===== config.mk =====
export PLATFORM = sky130hd
export DESIGN_NAME = cellram_pin_mux_flat
export DESIGN_NICKNAME = d
export VERILOG_FILES = /design/src/rtl/cellram_pin_mux_if.sv /design/src/rtl/cellram_pin_mux.sv /design/src/flat_wrapper.sv
export SDC_FILE = /design/constraint.sdc
export NUM_CORES = 1
export LEC_CHECK = 0
export CELL_PAD_IN_SITES_DETAIL_PLACEMENT = 1
export CELL_PAD_IN_SITES_GLOBAL_PLACEMENT = 2
export CORE_ASPECT_RATIO = 1.75
export CORE_MARGIN = 2
export CORE_UTILIZATION = 29
export CTS_CLUSTER_DIAMETER = 40
export DETAILED_ROUTE_END_ITERATION = 8
export PLACE_DENSITY_LB_ADDON = 0.1
export SYNTH_ARGS = -nofsm -noshare
export SYNTH_HDL_FRONTEND = slang
export SYNTH_SLANG_ARGS = --single-unit

===== constraint.sdc =====
create_clock -name clk -period 5.1 [get_ports clk]
set_input_delay 1.02 -clock clk [delete_from_list [all_inputs] [get_ports clk]]
set_output_delay 1.02 -clock clk [all_outputs]
set_load 0.05 [all_outputs]

===== src/rtl/cellram_pin_mux_if.sv =====
// Sync-side bundle between cellram_control_sync and cellram_pin_mux.
// The controller (master) drives the pre-muxed pin requests and receives
// the gated WAIT; the pin mux (slave) consumes the requests and returns WAIT.
interface cellram_pin_mux_if;
    logic [22:0] sync_addr;
    logic        sync_adv_n;
    logic        sync_cre;
    logic        sync_ce_n;
    logic        sync_oe_n;
    logic        sync_we_n;
    logic        sync_lb_n;
    logic        sync_ub_n;
    logic        sync_wait;

    modport master (
        output sync_addr, sync_adv_n, sync_cre, sync_ce_n,
               sync_oe_n, sync_we_n, sync_lb_n, sync_ub_n,
        input  sync_wait
    );

    modport slave (
        input  sync_addr, sync_adv_n, sync_cre, sync_ce_n,
               sync_oe_n, sync_we_n, sync_lb_n, sync_ub_n,
        output sync_wait
    );
endinterface


===== src/rtl/cellram_pin_mux.sv =====
// CellularRAM pin stage: after reset it waits out device power-up, writes
// the BCR with an asynchronous CRE write, then hands the pins to the
// synchronous controller. A cfg_req while the sync side is idle re-runs
// the configuration write (without repeating power-up).
// Optional macro CELLRAM_RCR_WRITE_EN: adds a second configuration pass
// writing CFG_RCR after the BCR pass.
module cellram_pin_mux #(
    parameter logic [22:0] CFG_BCR      = 23'h089D1F,
`ifdef CELLRAM_RCR_WRITE_EN
    parameter logic [22:0] CFG_RCR      = 23'h000010,
`endif
    parameter int          PWRUP_CYCLES = 7500,
    parameter int          SETUP_CYCLES = 2,
    parameter int          WE_CYCLES    = 4,
    parameter int          HOLD_CYCLES  = 1
) (
    input  logic              clk,
    input  logic              rst,
    cellram_pin_mux_if.slave  sync_bus,
    input  logic              cfg_req,
    output logic              cfg_done,
    output logic [22:0]       cram_addr,
    output logic              cram_adv_n,
    output logic              cram_cre,
    output logic              cram_ce_n,
    output logic              cram_oe_n,
    output logic              cram_we_n,
    output logic              cram_lb_n,
    output logic              cram_ub_n,
    output logic              cram_clk_en,
    input  logic              cram_wait
);

    localparam int CW = $clog2(PWRUP_CYCLES + 1);

    // Reload values: a state lasts N cycles when loaded with N-1 and left at 0.
    localparam logic [CW-1:0] LOAD_PWRUP = CW'(PWRUP_CYCLES - 1);
    localparam logic [CW-1:0] LOAD_SETUP = CW'(SETUP_CYCLES - 1);
    localparam logic [CW-1:0] LOAD_WE    = CW'(WE_CYCLES - 1);
    localparam logic [CW-1:0] LOAD_HOLD  = CW'(HOLD_CYCLES - 1);

    typedef enum logic [2:0] {
        ST_PWRUP,
        ST_SETUP,
        ST_WRITE,
        ST_HOLD,
        ST_RELEASE,
        ST_RUN
    } state_t;

    state_t          state_reg;
    logic [CW-1:0]   cnt_reg;
    logic            pending_reg;
`ifdef CELLRAM_RCR_WRITE_EN
    logic            phase_reg;   // 0: BCR pass, 1: RCR pass
`endif

    // WAIT is only meaningful to the controller once it owns the pins.
    assign sync_bus.sync_wait = (state_reg == ST_RUN) ? cram_wait : 1'b0;

    // Configuration sequencer with registered pin outputs; pins are loaded
    // with the values of the state being entered on each transition.
    always_ff @(posedge clk) begin
        if (rst) begin
            state_reg   <= ST_PWRUP;
            cnt_reg     <= LOAD_PWRUP;
            pending_reg <= 1'b0;
`ifdef CELLRAM_RCR_WRITE_EN
            phase_reg   <= 1'b0;
`endif
            cfg_done    <= 1'b0;
            cram_clk_en <= 1'b0;
            cram_addr   <= '0;
            cram_adv_n  <= 1'b1;
            cram_cre    <= 1'b0;
            cram_ce_n   <= 1'b1;
            cram_oe_n   <= 1'b1;
            cram_we_n   <= 1'b1;
            cram_lb_n   <= 1'b1;
            cram_ub_n   <= 1'b1;
        end else begin
            case (state_reg)
                ST_PWRUP: begin
                    if (cnt_reg == '0) begin
                        state_reg  <= ST_SETUP;
                        cnt_reg    <= LOAD_SETUP;
`ifdef CELLRAM_RCR_WRITE_EN
                        phase_reg  <= 1'b0;
`endif
                        cram_addr  <= CFG_BCR;
                        cram_ce_n  <= 1'b0;
                        cram_cre   <= 1'b1;
                        cram_adv_n <= 1'b0;
                    end else begin
                        cnt_reg <= cnt_reg - CW'(1);
                    end
                end
                ST_SETUP: begin
                    if (cnt_reg == '0) begin
                        state_reg <= ST_WRITE;
                        cnt_reg   <= LOAD_WE;
                        cram_we_n <= 1'b0;
                    end else begin
                        cnt_reg <= cnt_reg - CW'(1);
                    end
                end
                ST_WRITE: begin
                    if (cnt_reg == '0) begin
                        state_reg <= ST_HOLD;
                        cnt_reg   <= LOAD_HOLD;
                        cram_we_n <= 1'b1;
                    end else begin
                        cnt_reg <= cnt_reg - CW'(1);
                    end
                end
                ST_HOLD: begin
                    if (cnt_reg == '0) begin
                        state_reg  <= ST_RELEASE;
                        cnt_reg    <= '0;
                        cram_ce_n  <= 1'b1;
                        cram_cre   <= 1'b0;
                        cram_adv_n <= 1'b1;
                        cram_addr  <= '0;
                    end else begin
                        cnt_reg <= cnt_reg - CW'(1);
                    end
                end
                ST_RELEASE: begin
`ifdef CELLRAM_RCR_WRITE_EN
                    if (!phase_reg) begin
                        // Second pass: same write shape, RCR value on the address.
                        state_reg  <= ST_SETUP;
                        cnt_reg    <= LOAD_SETUP;
                        phase_reg  <= 1'b1;
                        cram_addr  <= CFG_RCR;
                        cram_ce_n  <= 1'b0;
                        cram_cre   <= 1'b1;
                        cram_adv_n <= 1'b0;
                    end else begin
                        state_reg   <= ST_RUN;
                        cnt_reg     <= '0;
                        cfg_done    <= 1'b1;
                        cram_clk_en <= 1'b1;
                    end
`else
                    state_reg   <= ST_RUN;
                    cnt_reg     <= '0;
                    cfg_done    <= 1'b1;
                    cram_clk_en <= 1'b1;
`endif
                end
                ST_RUN: begin
                    cram_addr  <= sync_bus.sync_addr;
                    cram_adv_n <= sync_bus.sync_adv_n;
                    cram_cre   <= sync_bus.sync_cre;
                    cram_ce_n  <= sync_bus.sync_ce_n;
                    cram_oe_n  <= sync_bus.sync_oe_n;
                    cram_we_n  <= sync_bus.sync_we_n;
                    cram_lb_n  <= sync_bus.sync_lb_n;
                    cram_ub_n  <= sync_bus.sync_ub_n;
                    // Re-configure only while the controller has the device deselected;
                    // otherwise remember the request until it does.
                    if ((cfg_req || pending_reg) && sync_bus.sync_ce_n) begin
                        state_reg   <= ST_SETUP;
                        cnt_reg     <= LOAD_SETUP;
                        pending_reg <= 1'b0;
`ifdef CELLRAM_RCR_WRITE_EN
                        phase_reg   <= 1'b0;
`endif
                        cfg_done    <= 1'b0;
                        cram_clk_en <= 1'b0;
                        cram_addr   <= CFG_BCR;
                        cram_adv_n  <= 1'b0;
                        cram_cre    <= 1'b1;
                        cram_ce_n   <= 1'b0;
                        cram_oe_n   <= 1'b1;
                        cram_we_n   <= 1'b1;
                        cram_lb_n   <= 1'b1;
                        cram_ub_n   <= 1'b1;
                    end else if (cfg_req) begin
                        pending_reg <= 1'b1;
                    end
                end
                default: begin
                    state_reg <= ST_PWRUP;
                    cnt_reg   <= LOAD_PWRUP;
                end
            endcase
        end
    end

endmodule


===== src/flat_wrapper.sv =====
// flat-port wrapper written by rule: the top's interface ports become plain ports
module cellram_pin_mux_flat 
#(
    parameter logic [22:0] CFG_BCR      = 23'h089D1F,

    parameter int          PWRUP_CYCLES = 7500,
    parameter int          SETUP_CYCLES = 2,
    parameter int          WE_CYCLES    = 4,
    parameter int          HOLD_CYCLES  = 1
)
  (clk, rst, cfg_req, cfg_done, cram_addr, cram_adv_n, cram_cre, cram_ce_n, cram_oe_n, cram_we_n, cram_lb_n, cram_ub_n, cram_clk_en, cram_wait, sync_bus_sync_addr, sync_bus_sync_adv_n, sync_bus_sync_cre, sync_bus_sync_ce_n, sync_bus_sync_oe_n, sync_bus_sync_we_n, sync_bus_sync_lb_n, sync_bus_sync_ub_n, sync_bus_sync_wait);
  cellram_pin_mux_if sync_bus_i ();
  input  logic clk;
  input  logic rst;
  input  logic cfg_req;
  output logic cfg_done;
  output logic [22:0] cram_addr;
  output logic cram_adv_n;
  output logic cram_cre;
  output logic cram_ce_n;
  output logic cram_oe_n;
  output logic cram_we_n;
  output logic cram_lb_n;
  output logic cram_ub_n;
  output logic cram_clk_en;
  input  logic cram_wait;
  input wire logic [$bits(sync_bus_i.sync_addr)-1:0] sync_bus_sync_addr;
  input wire logic [$bits(sync_bus_i.sync_adv_n)-1:0] sync_bus_sync_adv_n;
  input wire logic [$bits(sync_bus_i.sync_cre)-1:0] sync_bus_sync_cre;
  input wire logic [$bits(sync_bus_i.sync_ce_n)-1:0] sync_bus_sync_ce_n;
  input wire logic [$bits(sync_bus_i.sync_oe_n)-1:0] sync_bus_sync_oe_n;
  input wire logic [$bits(sync_bus_i.sync_we_n)-1:0] sync_bus_sync_we_n;
  input wire logic [$bits(sync_bus_i.sync_lb_n)-1:0] sync_bus_sync_lb_n;
  input wire logic [$bits(sync_bus_i.sync_ub_n)-1:0] sync_bus_sync_ub_n;
  output wire logic [$bits(sync_bus_i.sync_wait)-1:0] sync_bus_sync_wait;
  assign sync_bus_i.sync_addr = sync_bus_sync_addr;
  assign sync_bus_i.sync_adv_n = sync_bus_sync_adv_n;
  assign sync_bus_i.sync_cre = sync_bus_sync_cre;
  assign sync_bus_i.sync_ce_n = sync_bus_sync_ce_n;
  assign sync_bus_i.sync_oe_n = sync_bus_sync_oe_n;
  assign sync_bus_i.sync_we_n = sync_bus_sync_we_n;
  assign sync_bus_i.sync_lb_n = sync_bus_sync_lb_n;
  assign sync_bus_i.sync_ub_n = sync_bus_sync_ub_n;
  assign sync_bus_sync_wait = sync_bus_i.sync_wait;
  cellram_pin_mux #(.CFG_BCR(CFG_BCR), .PWRUP_CYCLES(PWRUP_CYCLES), .SETUP_CYCLES(SETUP_CYCLES), .WE_CYCLES(WE_CYCLES), .HOLD_CYCLES(HOLD_CYCLES)) u_core (.clk(clk), .rst(rst), .sync_bus(sync_bus_i), .cfg_req(cfg_req), .cfg_done(cfg_done), .cram_addr(cram_addr), .cram_adv_n(cram_adv_n), .cram_cre(cram_cre), .cram_ce_n(cram_ce_n), .cram_oe_n(cram_oe_n), .cram_we_n(cram_we_n), .cram_lb_n(cram_lb_n), .cram_ub_n(cram_ub_n), .cram_clk_en(cram_clk_en), .cram_wait(cram_wait));
endmodule

Yosys cells after proc, flatten, opt, wreduce, memory -nomap -nowiden
Cells that the tools add are included.

operators by class
  eq/ne operators = 10
  reductions and logical operators = 14
  add/subtract/negate cells = 1
  multiplexer cells = 33

operator list
  cell                     count
  $mux W23                 3
  $pmux W23 S3             1
  $pmux W13 S5             1
  $mux W13                 4
  $pmux W3 S6              1
  $mux W3                  5
  $logic_not A13 Y1        1
  $mux W1                  13
  $sub A13 B1 Y13 const B  1
  $pmux W1 S3              4
  $ne A2 B1 Y1 const B     4
  $eq A3 B2 Y1 const B     2
  $eq A3 B3 Y1 const B     2
  $reduce_and A3 Y1        2
  $reduce_bool A3 Y1       2
  $reduce_and A5 Y1        1
  $reduce_and A2 Y1        2
  $reduce_bool A2 Y1       2
  $eq A3 B1 Y1 const B     1
  $logic_not A3 Y1         1
  $ne A2 B2 Y1 const B     1
  $pmux W1 S2              1
  $reduce_or A2 Y1         1
  $logic_and A1 B1 Y1      1
  $logic_or A1 B1 Y1       1

storage, ports and cells
  bits in registers = 48
  input port bits = 34
  output and inout bits = 33
  logic and storage cells = 70

Depth between registers and ports, before layout
Gate-level depths: netlist (run 1).

  word-level depth = 4
  depth in mapped cells = 8

Worst setup path after synthesis (run 1)
OpenSTA, ideal clock, no wires.

  path type = input-to-output
  from = input port cram_wait
  to = output port sync_bus_sync_wait
  slack = 2.653 ns
  cell stages on the path = 1
  buffers on the path = 0
  arrival time = 1.427 ns
  path through = and2_1

on the way
  cells in the longest elaborated chain, start to end = 1

RTL lines
  what         line                   text
  from (decl)  flat_wrapper.sv:26     input logic cram_wait;
  $mux W1      cellram_pin_mux.sv:59  assign sync_bus.sync_wait = (state_reg == ST_RUN) ? cram_wait : 1'b0;
  to (decl)    flat_wrapper.sv:35     output wire logic [$bits(sync_bus_i.sync_wait)-1:0] sync_bus_sync_wait;

No other way between the ends.

Worst setup path in the final report (run 1)
  from = register u_core.state_reg[2]
  to = output port sync_bus_sync_wait

on the way
  cells in the longest elaborated chain, start to end = 2

RTL lines
  what                    line                    text
  from (decl)             cellram_pin_mux.sv:51   state_t state_reg;
  from (signal assigned)  cellram_pin_mux.sv:65   state_reg <= ST_PWRUP;
  from (signal assigned)  cellram_pin_mux.sv:85   state_reg <= ST_SETUP;
  from (signal assigned)  cellram_pin_mux.sv:100  state_reg <= ST_WRITE;
  $eq A3 B3 Y1            cellram_pin_mux.sv:59
  $mux W1                 cellram_pin_mux.sv:59

No other way between the ends.

==> impl_metrics.tcl, run 1 <==
set metrics [dict create \
    status "finished clean" \
    vdd_drop_max_uv 129 \
    gr-total-overflow 0 \
    num_vias 2059 \
    maxCapViolCount 0 \
    rr_endpoint "u_core.cnt_reg[8]" \
    crit_start "u_core.state_reg[2]" \
    ctsResizeCount 0 \
    antenna_cells 0 \
    drv_slew 0 \
    worst_pin_slew_ns 1.24 \
    grt_first_pass_wirelength_um 10900 \
    syn_area_mm2 0.00219 \
    synth_fp_nets 275 \
    fin_nets 331 \
    antenna_found_initial 0 \
    path_buf_inv 1 \
    post_cts_buffers 0 \
    rsz0062_at_grt "false" \
    utilization_pct 41.5 \
    max_slew_margin_pct 16.5 \
    netlist_top_cells_area "dfxtp_1, o221a_2, a21oi_1, o211ai_1, nand2_1" \
    grt_max_degree 22 \
    cts_num_sinks 48 \
    crit_type "reg -> out" \
    min_path_type "reg -> reg" \
    worstSetupPathDepth 3 \
    wirelength_um 6400 \
    yosysTopAreaCell "dfxtp_1" \
    hp-start "u_core.cram_ub_n" \
    reg2reg_from "u_core.state_reg[2]" \
    crit_chain "and3b_1 -> and2_1 -> clkdlybuf4s50_1" \
    synth.top_cells.by_count "dfxtp_1, a21oi_1, nand2_1, o211ai_1, o221a_2" \
    critPathMaxStageDelay_ns 0.79 \
    route.detailed.drc 0 \
    postCtsHoldBufs 0 \
    drive_gt1_share_pct 10.1 \
    grt_pass1_vias 2181 \
    final.setup.tns_ns 0 \
    cts_tree "yes" \
    yosysWarnings 0 \
    cp_top_family "buffers and inverters" \
    r2r_cells 5 \
    synthFlopType "dfxtp_1" \
    synth_cell_type_count 53 \
    drtIter0Drc 78 \
    wire_per_inst_um 16.7 \
    worstPathMaxFanout 21 \
    yosysMostFrequentCell "dfxtp_1" \
    pin_count 67 \
    dieArea_mm2 0.00828 \
    yosysTopAreaCellShare_pct 44.0 \
    chipWidth_um 69.6 \
    ys_ff_latch 48 \
    rows 41 \
    async_reset_ff_share_pct 0 \
    setup_viol 0 \
    finalCritPeriodShare_pct 68.4 \
    cp-end-kind "output port" \
    slowest_stage "clkdlybuf4s50_1" \
    grt_util_all_layers_pct 16.3 \
    cts_buffers 5 \
    fin_skew_ns 0.00620 \
    worstPathRequired_ns 4.08 \
    power_uw 766 \
    synth-edff-count 0 \
    place_congestion 0.760 \
    clockBufferDepth 2 \
    synth_seq_area_share_pct 44.0 \
    drtAntennaViolNets 0 \
    vias_per_cell 5.39 \
    fmax_ghz 0.287 \
    synthCells 239 \
    cts-root-buf "clkbuf_16" \
    portBuffers 66 \
    preCtsSetupSlack_ns 1.71 \
    clk_latency_ns 0.29 \
    postSynthAreaPerCell_um2 9.15 \
    start_util_pct 30.0 \
    r2r_setup_slack_ns 2.20 \
    endpoint "sync_bus_sync_wait" \
    powerDensity_mw_per_mm2 253 \
    cp.arrival_ns 2.47 \
    power_leakage_nw 1.05 \
    die_h_um 119 \
    dp_hpwl_um 4470 \
    critPathLaunchType "flip-flop" \
    cts.reportedPaths.clkPinSlew_ns 0.06 \
    cts-htree-levels 2 \
    largest_reg_flops 23 \
    syn2layout_area_growth_pct 38.5 \
    drt_pass1_iterations 4 \
    min_period_ns 3.49 \
    final_hold_viol_count 0 \
    fp.coreArea_mm2 0.00728 \
    worst_slack_ns 1.61 \
]
==> per-stage QoR <==
step	cells	cell area, um^2	hold slack [ns]
global route	382	3030	0.526
floorplan	239	2190	0.466
finish	382	3030	0.495
CTS	382	3030	0.503
detailed placement	374	2880	0.486
global placement	374	2880	0.473
==> power by group <==
| group | internal (mW) | switching, mW |
|---|---|---|
| Clock | 0.194 | 0.142 |
| Sequential | 0.377 | 0.00446 |
| Combinational | 0.0303 | 0.0176 |
| Total | 0.601 | 0.164 |
==> layer usage <==
metal  GRT usage [%]  vias to the layer above  wire length [um]
li1                -                     1007                 -
met3            3.89                        9               289
met1            19.1                      990              2750
met4            6.13                        0               105
met2            28.5                       53              3250
met5               0                        -                 0
==> layout by cell type (no fill, tap or decap), drive strengths merged, types with 6 or more instances in the layout <==
| cell type | n |
|---|---|
| a21oi | 25 |
| clkbuf | 6 |
| clkdlybuf4s50 | 66 |
| dfxtp | 48 |
| inv | 8 |
| nand2 | 20 |
| nand2b | 6 |
| nand3 | 6 |
| nor2 | 11 |
| o211ai | 14 |
| o21ai | 13 |
| o221a | 12 |
==> final cells by class <==
class / count / area, um^2
Inverter: 8 / 30.0
Fill cell: 858 / 4260
Clock buffer: 6 / 139
Tap cell: 86 / 108
Clock inverter: 2 / 10.0
Multi-Input combinational cell: 164 / 1100
Sequential cell: 48 / 961
Timing Repair Buffer: 68 / 676
==> worst min-delay path, delay by kind of cell, from the launching register on <==
kind,cells,cell delay [ns]
flops,1,0.32
compound gates,1,0.08
simple gates,1,0.06
==> cell families (layout without fill, tap and decap cells) <==
| logic type | count (synthesis) | count (layout) | synth area share, % |
|---|---|---|---|
| AO/OA/AOI/OAI | 91 | 91 | 30.3 |
| adder cells (fa/ha/maj) | 2 | 2 | 1.14 |
| buffers and inverters | 27 | 84 | 5.55 |
| flip-flops | 48 | 48 | 44.0 |
| multiplexers | 2 | 2 | 0.916 |
| XOR/XNOR | 1 | 1 | 0.401 |
| AND/OR/NAND/NOR | 68 | 68 | 17.7 |
==> how the worst min path moves through the flow <==
| stage | endpoint | slack (ns) | cells after the start |
|---|---|---|---|
| global route | u_core.cram_addr[6] | 0.53 | 2 |
| detailed placement | u_core.cram_ub_n | 0.49 | 2 |
| CTS | u_core.cram_ub_n | 0.50 | 2 |
| global placement | u_core.cram_ub_n | 0.47 | 2 |
| floorplan | u_core.cnt_reg[5] | 0.47 | 2 |
| finish | u_core.cram_ub_n | 0.49 | 2 |
Note: power is estimated with default switching activity, not from simulation.
==> run 2, diff against run 1 <==
Settings changed: CORE_UTILIZATION 29 to 27.
Clock period 5.1 ns to 3.4 ns, I/O delays scaled along.
==> run 2 against run 1 <==
Effect of this change:
- combinational power rose by 51%
- wire length decreased by 1.5%
- global-route usage is 1.2 points lower
- clock skew barely moved
- design area is 3.0% higher
- sequential share of layout area fell by 0.93 points
- via count up 0.49%
==> impl_metrics.tcl, run 2 (synthesized netlist as in run 1, its figures left out) <==
set metrics [dict create \
    status "finished clean" \
    drv_slew 0 \
    reg2reg_from "u_core.state_reg[1]" \
    internal_power_uw 1000 \
    cts-htree-levels 2 \
    p_sw_share_pct 19.9 \
    wire_per_inst_um 16.0 \
    p_clk_share_pct 48.3 \
    die_h_um 123 \
    fp.coreArea_mm2 0.00791 \
    largest_reg_flops 23 \
    gr-total-overflow 0 \
    maxCapViolCount 0 \
    seq_power_share_pct 45.9 \
    grt_util_all_layers_pct 15.1 \
    cts_buffers 5 \
    chipWidth_um 72.0 \
    dp_hpwl_um 4480 \
    setup_viol 0 \
    vdd_drop_max_uv 170 \
    max_slew_margin_pct 51.6 \
    switching_power_uw 248 \
    final_hold_viol_count 0 \
    ctsResizeCount 0 \
    vias_per_cell 5.26 \
    r2r_cells 4 \
    worstPathRequired_ns 2.72 \
    min_path_type "reg -> reg" \
    final_cell_mix "clkdlybuf4s50_1, dfxtp_1, a21oi_1, nand2_1, o211ai_1" \
    syn2layout_area_growth_pct 42.6 \
    grt_first_pass_wirelength_um 10400 \
    route.detailed.drc 0 \
    antenna_found_initial 0 \
    drt_pass1_iterations 4 \
    power_leakage_nw 1.10 \
    portBuffers 66 \
    worst_pin_slew_ns 0.724 \
    crit_type "in -> out" \
    cts_tree "yes" \
    fin_skew_ns 0.00607 \
    finalCritPeriodShare_pct 79.6 \
    grt_max_degree 21 \
    powerDensity_mw_per_mm2 400 \
    fmax_ghz 0.369 \
    min_period_ns 2.71 \
    pin_count 67 \
    clockBufferDepth 2 \
    crit_start "cram_wait" \
    endpoint "sync_bus_sync_wait" \
    antenna_cells 0 \
    placed_cells 385 \
    critPathLaunchType "primary input" \
    rsz0062_at_grt "false" \
    cp.arrival_ns 2.03 \
    post_cts_buffers 0 \
    wirelength_um 6300 \
    drtAntennaViolNets 0 \
    clk_latency_ns 0.29 \
    layout_commonest_cell "clkdlybuf4s50_1" \
    fin_nets 338 \
    num_vias 2069 \
    cts.reportedPaths.clkPinSlew_ns 0.06 \
    r2r_setup_slack_ns 1.22 \
    rows 43 \
    cts-root-buf "clkbuf_16" \
    worstPathMaxFanout 1 \
    cp-end-kind "output port" \
    start_util_pct 27.6 \
    final.setup.tns_ns 0 \
    postCtsHoldBufs 0 \
    place_congestion 0.779 \
    dieArea_mm2 0.00886 \
    layout.cells.non_filler 393 \
    drive_gt1_share_pct 12.2 \
    rr_endpoint "u_core.cram_addr[0]" \
    grt_pass1_vias 2091 \
    hold_depth 2 \
    combPwrFrac_pct 5.8 \
    drtIter0Drc 38 \
    cts_num_sinks 48 \
]
-- run 2: cell types whose count changed in the layout (fill, tap and decap cells not counted) --
cell | previous run | this run
clkbuf_8 | 1 | 2
clkinv_2 | 2 | 0
bufinv_16 | 0 | 1
buf_4 | 2 | 9
-- run 2: layout make-up --
class                      count  area (um^2)
clock inverter                 1         30.0
inverter                       8         30.0
timing repair buffer          75          728
fill                         919         4790
multi-input combinational    164         1100
sequential                    48          961
clock buffer                   7          153
tap                           90          113
-- run 2: per-layer routing --
metal  global-route usage (%)  vias up  wire length [um]
met5                        0        -                 0
met4                     5.66        0               102
met3                     2.85        6               298
met2                     28.2       48              3370
met1                     16.4      997              2530
li1                         -     1018                 -
-- run 2: worst min path at each step --
stage,start,to
6_report,u_core.cram_ce_n,u_core.cram_ce_n
5_1_grt,u_core.cram_ce_n,u_core.cram_ce_n
4_1_cts,u_core.cram_ce_n,u_core.cram_ce_n
3_5_place_dp,u_core.cram_ce_n,u_core.cram_ce_n
3_3_place_gp,u_core.cram_lb_n,u_core.cram_lb_n
2_1_floorplan,u_core.cnt_reg[5],u_core.cnt_reg[5]
-- run 2: power by group through the flow --
stage	Combinational, mW	Sequential, mW	Clock [mW]
6_report	0.0723	0.573	0.603
5_1_grt	0.0798	0.573	0.641
3_3_place_gp	0.0734	0.585	0
4_1_cts	0.0736	0.572	0.623
2_1_floorplan	0.0250	0.584	0
3_5_place_dp	0.0732	0.585	0
-- run 2: worst max-delay path: stages --
cell	delay, ns
clkdlybuf4s50_1	0.45
and2_1	0.11
clkdlybuf4s50_1	0.79
-- run 2: through the flow --
step / total power, mW / util (%) / cell area, um^2 / setup slack, ns / hold slack (ns)
2_1_floorplan: 0.609 / - / 2190 / 1.51 / 0.466
3_3_place_gp: 0.659 / 37.1 / 2940 / 0.669 / 0.476
3_5_place_dp: 0.659 / 37.1 / 2940 / 0.683 / 0.485
4_1_cts: 1.27 / 39.4 / 3120 / 0.683 / 0.500
5_1_grt: 1.29 / 39.4 / 3120 / 0.668 / 0.529
6_report: 1.25 / 39.4 / 3120 / 0.693 / 0.494
==> run 3, diff against run 2 <==
Clock period 3.4 ns to 2.7 ns, I/O delays scaled along.
==> run 3 against run 2 <==
Effect of this change:
- worst hold slack lost 0.0033 ns
- count of clock-buffer cells in the layout shrank 2
- power grew 21%
- register-to-register slack lost 0.68 ns
- non-clock buffer count grew 1
- worst setup slack lost 0.15 ns
- core utilization shrank 0.28 points
- sequential share of layout area grew 0.22 points
==> impl_metrics.tcl, run 3 (synthesized netlist as in run 1, its figures left out) <==
set metrics [dict create \
    cts_tree "yes" \
    clockBufferDepth 2 \
    grt_first_pass_wirelength_um 10600 \
    chipWidth_um 72.0 \
    worst_pin_slew_ns 0.658 \
    max_slew_margin_pct 55.6 \
    powerDensity_mw_per_mm2 486 \
    final.setup.tns_ns 0 \
    power_leakage_nw 1.09 \
    worstPathRequired_ns 2.93 \
    clk_latency_ns 0.29 \
    cts-root-buf "clkbuf_16" \
    vias_per_cell 5.33 \
    postCtsHoldBufs 0 \
    setup_viol 0 \
    fmax_ghz 0.464 \
    critPathLaunchType "flip-flop" \
    cp_top_family "compound AO/OA/AOI/OAI gates" \
    dieArea_mm2 0.00886 \
    cp-end-kind "flip-flop" \
    wirelength_um 6530 \
    drive_gt1_share_pct 12.3 \
    nFillCells 914 \
    route.detailed.drc 0 \
    portBuffers 66 \
    gr-total-overflow 0 \
    placed_cells 386 \
    crit_start "u_core.cnt_reg[0]" \
    r2r_setup_slack_ns 0.54 \
    vdd_drop_max_uv 256 \
    status "finished clean" \
    rsz0062_at_grt "false" \
    preCtsSetupSlack_ns 0.366 \
    rows 43 \
    antenna_cells 0 \
    slowest_stage "a21oi_2" \
    final_cell_mix "clkdlybuf4s50_1, dfxtp_1, a21oi_1, nand2_1, o211ai_1" \
    place_congestion 0.699 \
    grt_max_degree 23 \
    worst_slack_ns 0.544 \
    drt_pass1_iterations 4 \
    utilization_pct 39.1 \
    ctsResizeCount 0 \
    path_buf_inv 1 \
    reg2reg_from "u_core.cnt_reg[0]" \
    fin_skew_ns 0.00321 \
    hold_end "u_core.cram_ce_n" \
    num_vias 2090 \
    crit_chain "inv_1 -> ha_1 -> nor4b_4 -> and4_1 -> a21oi_2 -> o221a_2" \
    antenna_found_initial 0 \
    power_mw 1.51 \
    cts_num_sinks 48 \
    worstPathMaxFanout 13 \
    grt_pass1_vias 2091 \
    drv_slew 0 \
    final_hold_viol_count 0 \
    drtIter0Drc 40 \
    post_cts_buffers 0 \
    drtAntennaViolNets 0 \
    min_period_ns 2.16 \
    cts-htree-levels 2 \
    cts_buffers 5 \
    maxCapViolCount 0 \
    r2r_cells 6 \
    finalCritPeriodShare_pct 79.8 \
    pin_count 67 \
    dp_hpwl_um 4660 \
    layout.cells.non_filler 392 \
    hp-start "u_core.cram_ce_n" \
    rr_endpoint "u_core.cram_addr[4]" \
    min_path_type "reg -> reg" \
    fp.coreArea_mm2 0.00791 \
    wire_per_inst_um 16.7 \
    fin_nets 339 \
    layout_commonest_cell "clkdlybuf4s50_1" \
    cp.arrival_ns 2.39 \
    hold_depth 2 \
    cts.reportedPaths.clkPinSlew_ns 0.06 \
    die_h_um 123 \
    crit_type "reg -> reg" \
    grt_util_all_layers_pct 15.4 \
    syn2layout_area_growth_pct 41.6 \
    critPathMaxStageDelay_ns 0.57 \
    start_util_pct 27.6 \
    largest_reg_flops 23 \
]
-- run 3: cell types whose count changed in the layout (fill, tap and decap cells not counted), sizes merged --
cell           before  now
buf                 9   11
clkbuf              7    5
clkdlybuf4s50      66   65
-- run 3: worst max path at each step --
stage                      endpoint  slack [ns]  cells after the start
2_1_floorplan    sync_bus_sync_wait        0.95                      4
3_3_place_gp   u_core.cram_addr[10]        0.50                      3
5_1_grt           u_core.cnt_reg[7]        0.36                      7
4_1_cts         u_core.cram_addr[4]        0.51                      6
6_report        u_core.cram_addr[4]        0.54                      6
3_5_place_dp    u_core.cram_addr[4]        0.37                      3
-- run 3: tightest hold or removal path, stage by stage, from the launching register on --
cell and delay [ns]:
dfxtp_1 0.31, inv_1 0.05, o211ai_1 0.08
-- run 3: final cells by class --
class	count	area, um^2	share of cell area [%]
Inverter	8	30.0	0.970
Clock buffer	5	125	4.04
Clock inverter	1	30.0	0.970
Sequential cell	48	961	31.0
Tap cell	90	113	3.64
Multi-Input combinational cell	164	1100	35.7
Timing Repair Buffer	76	733	23.7
-- run 3: where the power goes --
| group | internal (mW) | leakage [nW] | switching, mW |
|---|---|---|---|
| clock network | 0.427 | 0.0757 | 0.264 |
| logic | 0.0593 | 0.631 | 0.0339 |
| registers | 0.713 | 0.388 | 0.00811 |
-- run 3: layer usage --
| metal | share of wire (%) | up-vias | global-route usage (%) |
|---|---|---|---|
| li1 | - | 1020 | - |
| met1 | 42 | 1011 | 17.9 |
| met2 | 51 | 51 | 27.2 |
| met3 | 4.3 | 8 | 3.02 |
| met4 | 2.2 | 0 | 6.72 |
| met5 | 0 | - | 0 |
-- run 3: per-stage QoR --
step	area (um^2)	hold WS (ns)
6_report	3100	0.491
5_1_grt	3100	0.529
4_1_cts	3100	0.502
3_5_place_dp	2940	0.488
3_3_place_gp	2940	0.477
2_1_floorplan	2190	0.466
